===== config.mk =====
export PLATFORM = sky130hd
export DESIGN_NAME = wb_master_seq
export DESIGN_NICKNAME = d
export VERILOG_FILES = /design/src/rtl/wb_master_seq.sv
export SDC_FILE = /design/constraint.sdc
export NUM_CORES = 1
export LEC_CHECK = 0
export ABC_AREA = 1
export ABC_CLOCK_PERIOD_IN_PS = 3300
export CORE_MARGIN = 2
export CORE_UTILIZATION = 45
export CTS_BUF_LIST = sky130_fd_sc_hd__clkbuf_16
export DETAILED_ROUTE_END_ITERATION = 12
export PLACE_DENSITY = 0.89
export SYNTH_ARGS = -nofsm -noshare
export SYNTH_HDL_FRONTEND = slang
export SYNTH_SLANG_ARGS = --single-unit

===== constraint.sdc =====
create_clock -name wb_clk_i -period 3.3 [get_ports wb_clk_i]
set_clock_uncertainty 0.2 [all_clocks]
set_input_delay 0.33 -clock wb_clk_i [delete_from_list [all_inputs] [get_ports wb_clk_i]]
set_output_delay 0.33 -clock wb_clk_i [all_outputs]
set_load 0.02 [all_outputs]

===== src/rtl/wb_master_seq.sv =====
// Single-transfer Wishbone classic initiator: one bus cycle per command, response on rsp_*.
// Define WBM_SEQ_ERR_EN to add the wbm_err_i slave error input.
module wb_master_seq #(
    parameter int unsigned         ADDR_W  = 32,
    parameter int unsigned         DATA_W  = 32,
    parameter int unsigned         TIMEOUT = 16,
    parameter logic [DATA_W-1:0]   TO_DATA = 32'hFFFF_FFFF
) (
    input  logic              wb_clk_i,
    input  logic              wb_rst_n,
    input  logic              cmd_valid,
    output logic              cmd_ready,
    input  logic              cmd_we,
    input  logic [ADDR_W-1:0] cmd_adr,
    input  logic [DATA_W-1:0] cmd_dat,
    input  logic [3:0]        cmd_sel,
    output logic              rsp_valid,
    input  logic              rsp_ready,
    output logic [DATA_W-1:0] rsp_dat,
    output logic              rsp_err,
    output logic              wbm_cyc_o,
    output logic              wbm_stb_o,
    output logic              wbm_we_o,
    output logic [3:0]        wbm_sel_o,
    output logic [ADDR_W-1:0] wbm_adr_o,
    output logic [DATA_W-1:0] wbm_dat_o,
    input  logic              wbm_ack_i,
`ifdef WBM_SEQ_ERR_EN
    input  logic              wbm_err_i,
`endif
    input  logic [DATA_W-1:0] wbm_dat_i
);

    localparam int unsigned CntW = (TIMEOUT > 0) ? $clog2(TIMEOUT + 1) : 1;
    localparam logic [CntW-1:0] CntLast = CntW'((TIMEOUT > 0) ? TIMEOUT - 1 : 0);

    typedef enum logic [1:0] {
        StIdle,
        StBus,
        StResp
    } state_e;

    state_e              state_q, state_d;
    logic                cmd_ready_q, cmd_ready_d;
    logic                rsp_valid_q, rsp_valid_d;
    logic [DATA_W-1:0]   rsp_dat_q, rsp_dat_d;
    logic                rsp_err_q, rsp_err_d;
    logic                cyc_q, cyc_d;
    logic                stb_q, stb_d;
    logic                we_q, we_d;
    logic [3:0]          sel_q, sel_d;
    logic [ADDR_W-1:0]   adr_q, adr_d;
    logic [DATA_W-1:0]   dat_q, dat_d;
    logic [CntW-1:0]     cnt_q, cnt_d;
    logic                bus_err;
    logic                timeout_hit;

`ifdef WBM_SEQ_ERR_EN
    assign bus_err = wbm_err_i;
`else
    assign bus_err = 1'b0;
`endif

    assign timeout_hit = (TIMEOUT != 0) && (cnt_q == CntLast);

    always_comb begin
        state_d     = state_q;
        cmd_ready_d = cmd_ready_q;
        rsp_valid_d = rsp_valid_q;
        rsp_dat_d   = rsp_dat_q;
        rsp_err_d   = rsp_err_q;
        cyc_d       = cyc_q;
        stb_d       = stb_q;
        we_d        = we_q;
        sel_d       = sel_q;
        adr_d       = adr_q;
        dat_d       = dat_q;
        cnt_d       = cnt_q;

        unique case (state_q)
            StIdle: begin
                cmd_ready_d = 1'b1;
                if (cmd_valid && cmd_ready_q) begin
                    we_d        = cmd_we;
                    sel_d       = cmd_sel;
                    adr_d       = cmd_adr;
                    dat_d       = cmd_dat;
                    cyc_d       = 1'b1;
                    stb_d       = 1'b1;
                    cmd_ready_d = 1'b0;
                    cnt_d       = '0;
                    state_d     = StBus;
                end
            end
            StBus: begin
                // Priority: slave error, then ack, then timeout.
                if (bus_err || wbm_ack_i || timeout_hit) begin
                    cyc_d       = 1'b0;
                    stb_d       = 1'b0;
                    rsp_valid_d = 1'b1;
                    state_d     = StResp;
                    if (bus_err || !wbm_ack_i) begin
                        rsp_err_d = 1'b1;
                        rsp_dat_d = TO_DATA;
                    end else begin
                        rsp_err_d = 1'b0;
                        rsp_dat_d = we_q ? '0 : wbm_dat_i;
                    end
                end else if (cnt_q != {CntW{1'b1}}) begin
                    cnt_d = cnt_q + 1'b1;
                end
            end
            StResp: begin
                if (rsp_ready) begin
                    rsp_valid_d = 1'b0;
                    cmd_ready_d = 1'b1;
                    state_d     = StIdle;
                end
            end
            default: begin
                state_d = StIdle;
            end
        endcase
    end

    always_ff @(posedge wb_clk_i or negedge wb_rst_n) begin
        if (!wb_rst_n) begin
            state_q     <= StIdle;
            cmd_ready_q <= 1'b0;
            rsp_valid_q <= 1'b0;
            rsp_dat_q   <= '0;
            rsp_err_q   <= 1'b0;
            cyc_q       <= 1'b0;
            stb_q       <= 1'b0;
            we_q        <= 1'b0;
            sel_q       <= '0;
            adr_q       <= '0;
            dat_q       <= '0;
            cnt_q       <= '0;
        end else begin
            state_q     <= state_d;
            cmd_ready_q <= cmd_ready_d;
            rsp_valid_q <= rsp_valid_d;
            rsp_dat_q   <= rsp_dat_d;
            rsp_err_q   <= rsp_err_d;
            cyc_q       <= cyc_d;
            stb_q       <= stb_d;
            we_q        <= we_d;
            sel_q       <= sel_d;
            adr_q       <= adr_d;
            dat_q       <= dat_d;
            cnt_q       <= cnt_d;
        end
    end

    assign cmd_ready = cmd_ready_q;
    assign rsp_valid = rsp_valid_q;
    assign rsp_dat   = rsp_dat_q;
    assign rsp_err   = rsp_err_q;
    assign wbm_cyc_o = cyc_q;
    assign wbm_stb_o = stb_q;
    assign wbm_we_o  = we_q;
    assign wbm_sel_o = sel_q;
    assign wbm_adr_o = adr_q;
    assign wbm_dat_o = dat_q;

endmodule


# Word level (Yosys, flattened, before mapping)
# Index checks and enable logic that the tools add are counted.
[totals]
input_bits = 106
output_inout_bits = 106
elab_cells = 54
ff_bits = 112
[classes]
eq_ne = 9
reduce_logical = 13
muxes = 20
addsub = 1
[op_table]
columns = ["op", "count"]
rows = [
  ["$mux W32", 2],
  ["$mux W5", 3],
  ["$ne A2 B2 Y1 const B", 5],
  ["$pmux W5 S2", 1],
  ["$reduce_and A3 Y1", 3],
  ["$mux W1", 7],
  ["$mux W2", 3],
  ["$pmux W1 S2", 3],
  ["$pmux W2 S3", 1],
  ["$reduce_and A2 Y1", 3],
  ["$reduce_bool A2 Y1", 3],
  ["$add A5 B1 Y5 const B", 1],
  ["$eq A5 B4 Y1 const B", 1],
  ["$ne A5 B5 Y1 const B", 1],
  ["$reduce_and A4 Y1", 1],
  ["$eq A2 B1 Y1 const B", 1],
  ["$eq A2 B2 Y1 const B", 1],
  ["$logic_not A2 Y1", 1],
  ["$logic_and A1 B1 Y1", 1],
  ["$logic_or A1 B1 Y1", 1],
]

# Depth between registers and ports, before layout
# Gate-level depths: netlist of run 1.
[depth]
word_depth = 4
mapped_depth = 9
ltp_nobuf = 9

# Least setup slack after synthesis of run 1
# No wires, ideal clock.
[synth_path]
kind = "register to register"
start = "register cnt_q[0]"
end = "register rsp_dat_q[19] (netlist: rsp_dat[19])"
arrival_ns = 1.507
n_path_buf = 1
path_stages_with_launch = 10
setup_slack_ns = 1.472
setup_time_ns = 0.121
t_required_ns = 2.979
period_less_slack_ns = 1.828
cell_sequence = "dfrtp_1 > ha_1 > nand2_1 > nor2_1 > ha_1 > nor2_1 > nor2_4 > buf_6 > nor2_1 > a21oi_2"
[synth_via]
elab_chain_len = 3
[synth_lines]
columns = ["item", "line_no", "source"]
rows = [
  ["from (decl)", "54", "logic [CntW-1:0] cnt_q, cnt_d;"],
  ["from (signal assigned)", "152", "cnt_q <= cnt_d;"],
  ["$eq A5 B4 Y1", "64", "assign timeout_hit = (TIMEOUT != 0) && (cnt_q == CntLast);"],
  ["$logic_or A1 B1 Y1", "97", "if (bus_err || wbm_ack_i || timeout_hit) begin"],
  ["$reduce_and A2 Y1 (no source line)", "-", ""],
  ["to (signal assigned)", "144", "rsp_dat_q <= rsp_dat_d;"],
  ["to (decl)", "46", "logic [DATA_W-1:0] rsp_dat_q, rsp_dat_d;"],
]
# Every way passes these cells.
# A chain may end at the register's enable or synchronous reset.

# Worst setup path in the final report of run 1
# Same ends and word-level chain as after synthesis.

==> flow_summary.yaml, run 1 <==
yosys:
  ys_seq_elements: 112
  synth_nets: 604
  ys_async_sr_fraction_pct: 100
  synth_warnings: 0
  synth_area_sq_um: 4580
  synth_edf_count: 0
  ys_top_cells_by_area: "dfrtp_1, nand2_1, o21ai_1"
  synth_top_cell_by_area: "dfrtp_1"
  avgSynthCellArea_sq_um: 9.25
  yosysSeqAreaShare_pct: 61.2
  ys.flop_type: "dfrtp_1"
  synth.distinct_cells: 22
  netlist.area_leader.share_pct: 61.2
  synthCells: 495
routing:
  drt-pass1-iter-count: 5
  drc: 0
  antenna_left: 0
  viasPerCell: 4.71
  route.vias.total: 3927
  drt_wl_total_mm: 11.5
  routedWlPerCell_um: 13.8
  drt-initial-drc-count: 188
sta:
  period_minus_slack_ps: 2130
  max_clock_freq_ghz: 0.470
  slew_violations: 0
  fin_crit_sh_pct: 64.5
  setup_tns_ps: 0
  worst_pin_slew_ps: 960
  hold_viol_final: 0
  slew_headroom_pct: 36.0
  setup_violations: 0
  rsz0062_at_grt: "no"
placement:
  portBuffers: 211
  dpl_cell_area_sq_um: 6710
  place.gp.congestion: 0.775
  dp_cells: 817
  dp_hpwl_mm: 8.38
cells_and_area:
  fin_area_sq_um: 7020
  filler_cell_count: 685
  final_cells: 834
  drive_above_1_share_pct: 3.99
  final_common_cell: "clkdlybuf4s50_1"
  areaGrowthSynthToFinish_pct: 53.4
  layout_common_cells: "clkdlybuf4s50_1, nand2_1, dfrtp_1, inv_1, o21ai_1"
  multi_input_area_sq_um: 1280
  fin_nets: 805
  diodes: 0
  regArea_sq_um: 2800
  fin_util_pct: 71.5
grt:
  grt_max_degree: 104
  grt_pass1_vias: 4062
  grt_pass1_wl_mm: 18.9
  track_usage_pct: 21.4
  grt-ovfl-total: 0
  grt_antenna_before_repair: 0
cts:
  clk_pin_slew_ps: 70
  post-cts-setup-buffers: 0
  cts_sinks: 112
  ctsResizeCount: 0
  clkLatencyLatePin_ps: 340
  cts_tree: "yes"
  cts_root_buffer: "clkbuf_16"
  htree_levels: 3
  cts_buffer_depth: 2
  cts_buffers: 9
setup_path:
  worst_setup_path_end_kind: "flip-flop"
  path_cells: "ha_1 -> nand2_1 -> nor2_1 -> ha_1 -> nor2_1 -> nor2_4 -> buf_4 -> nor2_1 -> a21oi_2"
  critical_path_class: "flip-flop to flip-flop"
  cpPeakStageDelay_ps: 430
  cp_common_cell: "nor2_1"
  worst_ep_required_time_ps: 3310
  slowest_stage: "dfrtp_1"
  critPathLaunchType: "flip-flop"
  critPathMaxFanout: 34
  cp.arrival_ps: 2140
pwr:
  p_int_mw: 4.25
  power.leakage_nw: 3.31
  swShare_pct: 38.9
  vdd_drop_max_uv: 519
  power.density_nw_per_um2: 989
  clkPwrFrac_pct: 16.0
  combPwrFrac_pct: 49.3
  seqPwrFrac_pct: 34.7
  p_switching_mw: 2.70
min_path:
  hp-class: "flip-flop to flip-flop"
floorplanning:
  die_w_um: 105
  placementRows: 36
  ios: 212
  initial_core_util_pct: 46.6
  fp.coreArea_sq_um: 9820
  die_h_um: 105
  die-area_sq_um: 11000
outcome:
  status: "finished, final reports clean"
job:
  drv_cap: 0
## metal layers
metal / routed length [um] / global-route usage [%] / vias up
met5: 0 / 0 / -
met4: 398 / 9.90 / 0
met3: 686 / 3.93 / 34
met2: 5820 / 37.5 / 167
met1: 4620 / 25.4 / 1793
li1: - / - / 1933
## layout make-up
class                   instances  share of cell area, %
inverters                      78                   4.17
multi-input cells             279                   18.2
clock inverters                 7                   1.14
flip-flops and latches        112                   39.9
clock buffers                   9                   3.21
well taps                     133                   2.37
repair buffers                216                   31.0
## flip-flops by register name (all words and copies together), names as in the netlist
register and cells:
rsp_err 1, wbm_stb_o 1, rsp_dat 32, wbm_we_o 1, wbm_sel_o 4, wbm_adr_o 32, cnt_q 5, wbm_dat_o 32
state_q 2, cmd_ready 1, rsp_valid 1
## worst paths after layout
| path | from | to | slack [ps] | depth (start not counted) |
|---|---|---|---|---|
| min reg2reg | rsp_valid | rsp_valid | 290 | 2 |
| min in group asynchronous | wb_rst_n | wbm_adr_o[29] | 380 | 2 |
| min | rsp_valid | rsp_valid | 290 | 2 |
| max reg2reg | cnt_q[0] | rsp_dat[19] | 1170 | 9 |
| max in group asynchronous | wb_rst_n | wbm_dat_o[18] | 1780 | 3 |
| max | cnt_q[0] | rsp_dat[19] | 1170 | 9 |
## worst max-delay path: cells and delay by family (launching register included)
| family | cells | cell delay [ps] |
|---|---|---|
| AND/OR/NAND/NOR | 5 | 650 |
| flip-flops | 1 | 430 |
| adder cells (fa/ha/maj) | 2 | 420 |
| buffers and inverters | 1 | 240 |
| AO/OA/AOI/OAI | 1 | 40 |
## stage by stage
step                setup slack [ps]  power [mW]  hold slack (ps)
floorplan                       1470        4.24             -166
global placement                1150        5.72              206
detailed placement              1110        5.87              222
CTS                             1180        7.01              292
global route                     978        7.36              317
finish                          1170        6.95              287
## Yosys cell counts (2+ instances only)
library cell  count
a21oi_2           5
nand3_1           7
o21ai_0           4
o21ai_1          68
nand2_1         115
nor2_2            2
nand3_2           2
nor2_1           39
clkbuf_1          3
dfrtp_1         112
a21oi_1          28
buf_2             3
ha_1              3
inv_1            78
buf_4            11
buf_6             9
## cell families (layout without fill, tap and decap cells)
logic type      count (synthesis)  after routing  synth area share (%)
flops                         112            112                  61.2
fa+ha+maj                       3              3                 0.820
buf+inv                       104            310                  11.0
compound gates                107            107                  12.2
simple gates                  169            169                  14.8
## what timing repair did
item / in CTS / in global routing
hold buffers: 1 / 0
hold endpoints to repair: 54 / 0
setup endpoints to repair: 0 / 0
## power groups by stage
| stage | Clock, mW | Sequential (mW) | Combinational (mW) |
|---|---|---|---|
| after global routing | 1.19 | 2.49 | 3.69 |
| final | 1.11 | 2.41 | 3.43 |
| after CTS | 1.13 | 2.41 | 3.47 |
| after global placement | 0 | 2.39 | 3.33 |
| after detailed placement | 0 | 2.41 | 3.45 |
| after floorplan | 0 | 3.15 | 1.09 |
Note: power is estimated with default switching activity, not from simulation.
==> run 2, diff against run 1 <==
--- a/config.mk
+++ b/config.mk
@@ -6,12 +6,12 @@
 export NUM_CORES = 1
 export LEC_CHECK = 0
 export ABC_AREA = 1
-export ABC_CLOCK_PERIOD_IN_PS = 3300
+export ABC_CLOCK_PERIOD_IN_PS = 2100
 export CORE_MARGIN = 2
-export CORE_UTILIZATION = 45
+export CORE_UTILIZATION = 41
 export CTS_BUF_LIST = sky130_fd_sc_hd__clkbuf_16
 export DETAILED_ROUTE_END_ITERATION = 12
-export PLACE_DENSITY = 0.89
+export PLACE_DENSITY = 0.83
 export SYNTH_ARGS = -nofsm -noshare
 export SYNTH_HDL_FRONTEND = slang
 export SYNTH_SLANG_ARGS = --single-unit
==> constraint.sdc (replaced) <==
create_clock -name wb_clk_i -period 2.1 [get_ports wb_clk_i]
set_clock_uncertainty 0.2 [all_clocks]
set_input_delay 0.21 -clock wb_clk_i [delete_from_list [all_inputs] [get_ports wb_clk_i]]
set_output_delay 0.21 -clock wb_clk_i [all_outputs]
set_load 0.02 [all_outputs]
==> run 2 against run 1 <==
  * Core utilization fell by 6.1 points
  * First-iteration DRC count rose by 49%
  * Worst setup slack got worse by 950 ps
  * Largest power group unchanged
==> flow_summary.yaml, run 2 (same netlist as run 1, synthesis figures left out) <==
setup_path:
  r2r_setup_slack_ps: 220
  regToRegStartpoint: "cnt_q[1]"
  critical_path_class: "flip-flop to flip-flop"
  critPathMaxFanout: 9
  cp.arrival_ps: 1900
  critPathLaunch: "cnt_q[1]"
  r2r_cells: 8
  worst_setup_path_end_kind: "flip-flop"
  worst_ep_required_time_ps: 2130
  reg2reg_to: "cnt_q[2]"
  critPathLaunchType: "flip-flop"
cts:
  cts_buffer_depth: 2
  cts_buffers: 9
  cts_sinks: 112
  clkLatencyLatePin_ps: 340
  cts_root_buffer: "clkbuf_16"
  cts_tree: "yes"
  clk_pin_slew_ps: 70
  htree_levels: 3
routing:
  drt-pass1-iter-count: 4
  drt-initial-drc-count: 280
  route.vias.total: 3966
  viasPerCell: 4.66
  drc: 0
  antenna_left: 0
  routedWlPerCell_um: 13.6
  drt_wl_total_mm: 11.6
cells_and_area:
  layout_common_cells: "clkdlybuf4s50_1, nand2_1, dfrtp_1, inv_1, o21ai_1"
  multi_input_area_sq_um: 1300
  filler_cell_count: 862
  fin_area_sq_um: 7120
  areaGrowthSynthToFinish_pct: 55.5
  final_common_cell: "clkdlybuf4s50_1"
  drive_above_1_share_pct: 5.77
  regArea_sq_um: 2800
  diodes: 0
  fin_nets: 816
floorplanning:
  die_h_um: 110
  ios: 212
  fp.coreArea_sq_um: 10900
  die_w_um: 110
  placementRows: 38
  die-area_sq_um: 12000
  initial_core_util_pct: 42.1
sta:
  setup_tns_ps: 0
  hold_viol_final: 0
  worst_pin_slew_ps: 588
  fin_crit_sh_pct: 89.5
  max_clock_freq_ghz: 0.532
  slew_headroom_pct: 60.8
  period_minus_slack_ps: 1880
  slew_violations: 0
  rsz0062_at_grt: "no"
  setup_violations: 0
min_path:
  min_to: "wbm_adr_o[0]"
  min_from: "cmd_adr[0]"
  hp-class: "primary input to flip-flop"
  whs_path_depth: 3
grt:
  track_usage_pct: 19.8
  top_usage_layer: "met2"
  grt-ovfl-total: 0
  use_met3_pct: 5.33
  grt_antenna_before_repair: 0
  grt_max_degree: 113
  grt_pass1_wl_mm: 18.5
  met2_usage_pct: 32.1
  grt_use_met1_pct: 25.3
  grt_pass1_vias: 3845
placement:
  dpl_cell_area_sq_um: 6780
  portBuffers: 211
  dp_hpwl_mm: 8.27
  place.gp.congestion: 0.805
pwr:
  power.density_nw_per_um2: 1520
  vdd_drop_max_uv: 703
  power.total_mw: 10.8
  power.leakage_nw: 3.35
outcome:
  status: "finished, final reports clean"
job:
  drv_cap: 0
run 2: changes by cell type in the layout (fill, tap and decap cells not counted), sizes merged:
cell	delta
nor2	+1
bufinv	-2
buf	+10
clkinvlp	+1
inv	-3
clkinv	+3
run 2: cell type report:
class                           instances  share of cell area (%)
Inverter                               78                    4.11
Multi-Input combinational cell        280                    18.3
Timing Repair Buffer                  226                    32.1
Sequential cell                       112                    39.4
Tap cell                              140                    2.46
Clock inverter                          6                   0.527
Clock buffer                            9                    3.16
run 2: repair_timing:
item                       4_1_cts  5_1_grt
pin swaps                        1        2
cloned                           1        0
hold buffers                     1        0
setup endpoints to repair       35       41
resized for setup                0        3
setup buffers                    0        5
hold endpoints to repair       112        0
run 2: metrics by stage:
stage	utilization [%]	hold WS [ps]	std cells	setup slack, ps
6_report	65.4	210	851	221
5_1_grt	65.4	199	851	46.7
4_1_cts	64.8	200	846	-26.3
3_5_place_dp	62.3	135	829	-138
3_3_place_gp	62.3	134	829	-59.6
2_1_floorplan	-	-286	495	272
run 2: worst max-delay path by stage:
stage                        endpoint  cells past startpoint
final                        cnt_q[2]                      8
after global routing      rsp_dat[26]                      9
after CTS                 rsp_dat[12]                      8
after detailed placement    wbm_stb_o                      9
after global placement      wbm_stb_o                      9
after floorplan           rsp_dat[19]                      9
run 2: report_power, final:
part	internal, mW	leakage (nW)	switching [mW]
clock	0.792	0.126	0.732
combinational	2.58	1.85	2.97
sequential	3.18	1.37	0.577
run 2: per-layer routing:
layer  vias to the layer above  wire length (um)
li1                       1947                 -
met4                         0               307
met2                       177              5450
met1                      1816              4850
met5                         -                 0
met3                        26               968
run 2: critical path, stage by stage, from the launching register on:
cell     delay (ps)
dfrtp_1         410
ha_1            210
nand2_1          70
nor2_1           60
ha_1            200
nor2_4          200
nand3_2         200
nand3_1         140
nand2_1          70
==> run 3, diff against run 2 <==
--- a/config.mk
+++ b/config.mk
@@ -11,7 +11,7 @@
 export CORE_UTILIZATION = 41
 export CTS_BUF_LIST = sky130_fd_sc_hd__clkbuf_16
 export DETAILED_ROUTE_END_ITERATION = 12
-export PLACE_DENSITY = 0.83
+export PLACE_DENSITY = 0.87
 export SYNTH_ARGS = -nofsm -noshare
 export SYNTH_HDL_FRONTEND = slang
 export SYNTH_SLANG_ARGS = --single-unit
==> run 3 against run 2 <==
  * Clock power about the same
  * Global-route usage increased by 0.24 points
  * Fmax is 2.2% lower
  * Wire length rose by 2.0%
  * Non-clock buffer count is 5 lower
  * Total power is 0.48% lower
==> flow_summary.yaml, run 3 (same netlist as run 1, synthesis figures left out) <==
grt:
  grt-ovfl-total: 0
  grt_pass1_wl_mm: 18.5
  grt_max_degree: 80
  track_usage_pct: 20.0
  grt_pass1_vias: 3935
  grt_antenna_before_repair: 0
cells_and_area:
  layout_common_cells: "clkdlybuf4s50_1, nand2_1, dfrtp_1, inv_1, o21ai_1"
  diodes: 0
  areaGrowthSynthToFinish_pct: 53.9
  fin_util_pct: 64.7
  fin_nets: 810
  drive_above_1_share_pct: 5.11
  final_common_cell: "clkdlybuf4s50_1"
  fin_area_sq_um: 7050
setup_path:
  slowest_stage: "dfrtp_1"
  critical_path_class: "flip-flop to flip-flop"
  worst_ep_required_time_ps: 2110
  path_cells: "ha_1 -> nand2_1 -> nor2_1 -> ha_1 -> nor2_2 -> nor2_4 -> buf_4 -> nor2_1 -> a21oi_1"
  r2r_cells: 9
  critPathLaunchType: "flip-flop"
  cp.arrival_ps: 1930
  critPathCapture: "rsp_dat[25]"
  regToRegStartpoint: "cnt_q[0]"
  r2r_setup_slack_ps: 180
  critPathLaunch: "cnt_q[0]"
  cpPeakStageDelay_ps: 430
  worst_setup_path_end_kind: "flip-flop"
  critPathMaxFanout: 13
  reg2reg_to: "rsp_dat[25]"
pwr:
  swShare_pct: 39.9
  p_int_mw: 6.48
  combPwrFrac_pct: 50.7
  clkPwrFrac_pct: 14.1
  p_switching_mw: 4.30
  power.density_nw_per_um2: 1530
  power.leakage_nw: 3.31
  seqPwrFrac_pct: 35.2
  vdd_drop_max_uv: 762
floorplanning:
  fp.coreArea_sq_um: 10900
  die_w_um: 110
  die-area_sq_um: 12000
  placementRows: 38
  die_h_um: 110
  initial_core_util_pct: 42.1
  ios: 212
placement:
  portBuffers: 211
  place.gp.congestion: 0.736
  dp_hpwl_mm: 8.89
  dpl_cell_area_sq_um: 6770
  place_ws_ps: 133
routing:
  route.vias.total: 3919
  viasPerCell: 4.64
  routedWlPerCell_um: 14.0
  drc: 0
  drt_wl_total_mm: 11.8
  drt-pass1-iter-count: 5
  antenna_left: 0
  drt-initial-drc-count: 147
job:
  drv_cap: 0
sta:
  slew_headroom_pct: 75.0
  slew_violations: 0
  worst_pin_slew_ps: 374
  max_clock_freq_ghz: 0.521
  rsz0062_at_grt: "no"
  fin_crit_sh_pct: 91.5
  setup_violations: 0
  worst_slack_ps: 179
  period_minus_slack_ps: 1920
  hold_viol_final: 0
  setup_tns_ps: 0
outcome:
  status: "finished, final reports clean"
cts:
  cts_buffers: 9
  clk_pin_slew_ps: 70
  cts_buffer_depth: 2
  cts_sinks: 112
  clkLatencyLatePin_ps: 340
  cts_root_buffer: "clkbuf_16"
  htree_levels: 3
  cts_tree: "yes"
min_path:
  hp-class: "primary input to asynchronous set/reset pin"
==> run 3: cell count changes in the layout (fill, tap and decap cells not counted), sizes merged <==
cell	before	now
buf	15	10
clkinv	5	1
clkinvlp	1	4
inv	78	79
nor2	43	42
==> run 3: final cells by class <==
cell class,count,area [sq um]
sequential,112,2800
clock inverter,6,38.8
multi-input combinational,279,1280
inverter,78,293
fill,844,3840
clock buffer,9,225
timing repair buffer,221,2230
tap,140,175
==> run 3: power by group through the flow <==
stage	clock (mW)	combinational, mW	sequential, mW
final	1.52	5.47	3.79
after global routing	1.66	5.94	3.91
after CTS	1.57	5.52	3.79
after detailed placement	0	5.50	3.82
after global placement	0	5.31	3.76
after floorplan	0	1.71	4.95
==> run 3: what timing repair did <==
item | in CTS | in global routing
hold buffers | 1 | 0
setup endpoints to repair | 0 | 30
hold endpoints to repair | 88 | 0
setup buffers | 0 | 0
gates resized for setup | 0 | 2
==> run 3: worst min-delay path by stage <==
stage	start	endpoint	slack (ps)	depth (start not counted)
after floorplan	wb_rst_n	cmd_ready	-290	0
after global placement	wb_rst_n	wbm_adr_o[19]	-50	1
after detailed placement	wb_rst_n	wbm_adr_o[19]	-50	1
after CTS	wb_rst_n	wbm_adr_o[19]	130	2
after global routing	wb_rst_n	wbm_adr_o[19]	170	2
final	wb_rst_n	wbm_adr_o[19]	130	2
==> run 3: per-layer routing <==
metal  wire length [um]  track usage (%)  part of all wire [%]  vias to the layer above
li1                   -                -                     -                     1945
met1               4620             21.9                    39                     1793
met2               6000             36.5                    51                      161
met3                944             6.16                   8.0                       20
met4                239             6.96                   2.0                        0
met5                  0                0                     0                        -
==> run 3: per-stage QoR <==
stage,hold WS (ps),power [mW],cells
CTS,131,10.9,845
global placement,-54.5,9.07,829
global route,172,11.5,845
floorplan,-286,6.66,495
detailed placement,-49.0,9.32,829
finish,128,10.8,845
==> run 3: worst max-delay path, delay by kind of cell (launching register included) <==
family / cells / cell delay, ps
DFF: 1 / 430
adders and majority gates: 2 / 410
AOI/OAI and AO/OA: 1 / 60
buffers and inverters: 1 / 180
and+or+nand+nor: 5 / 520
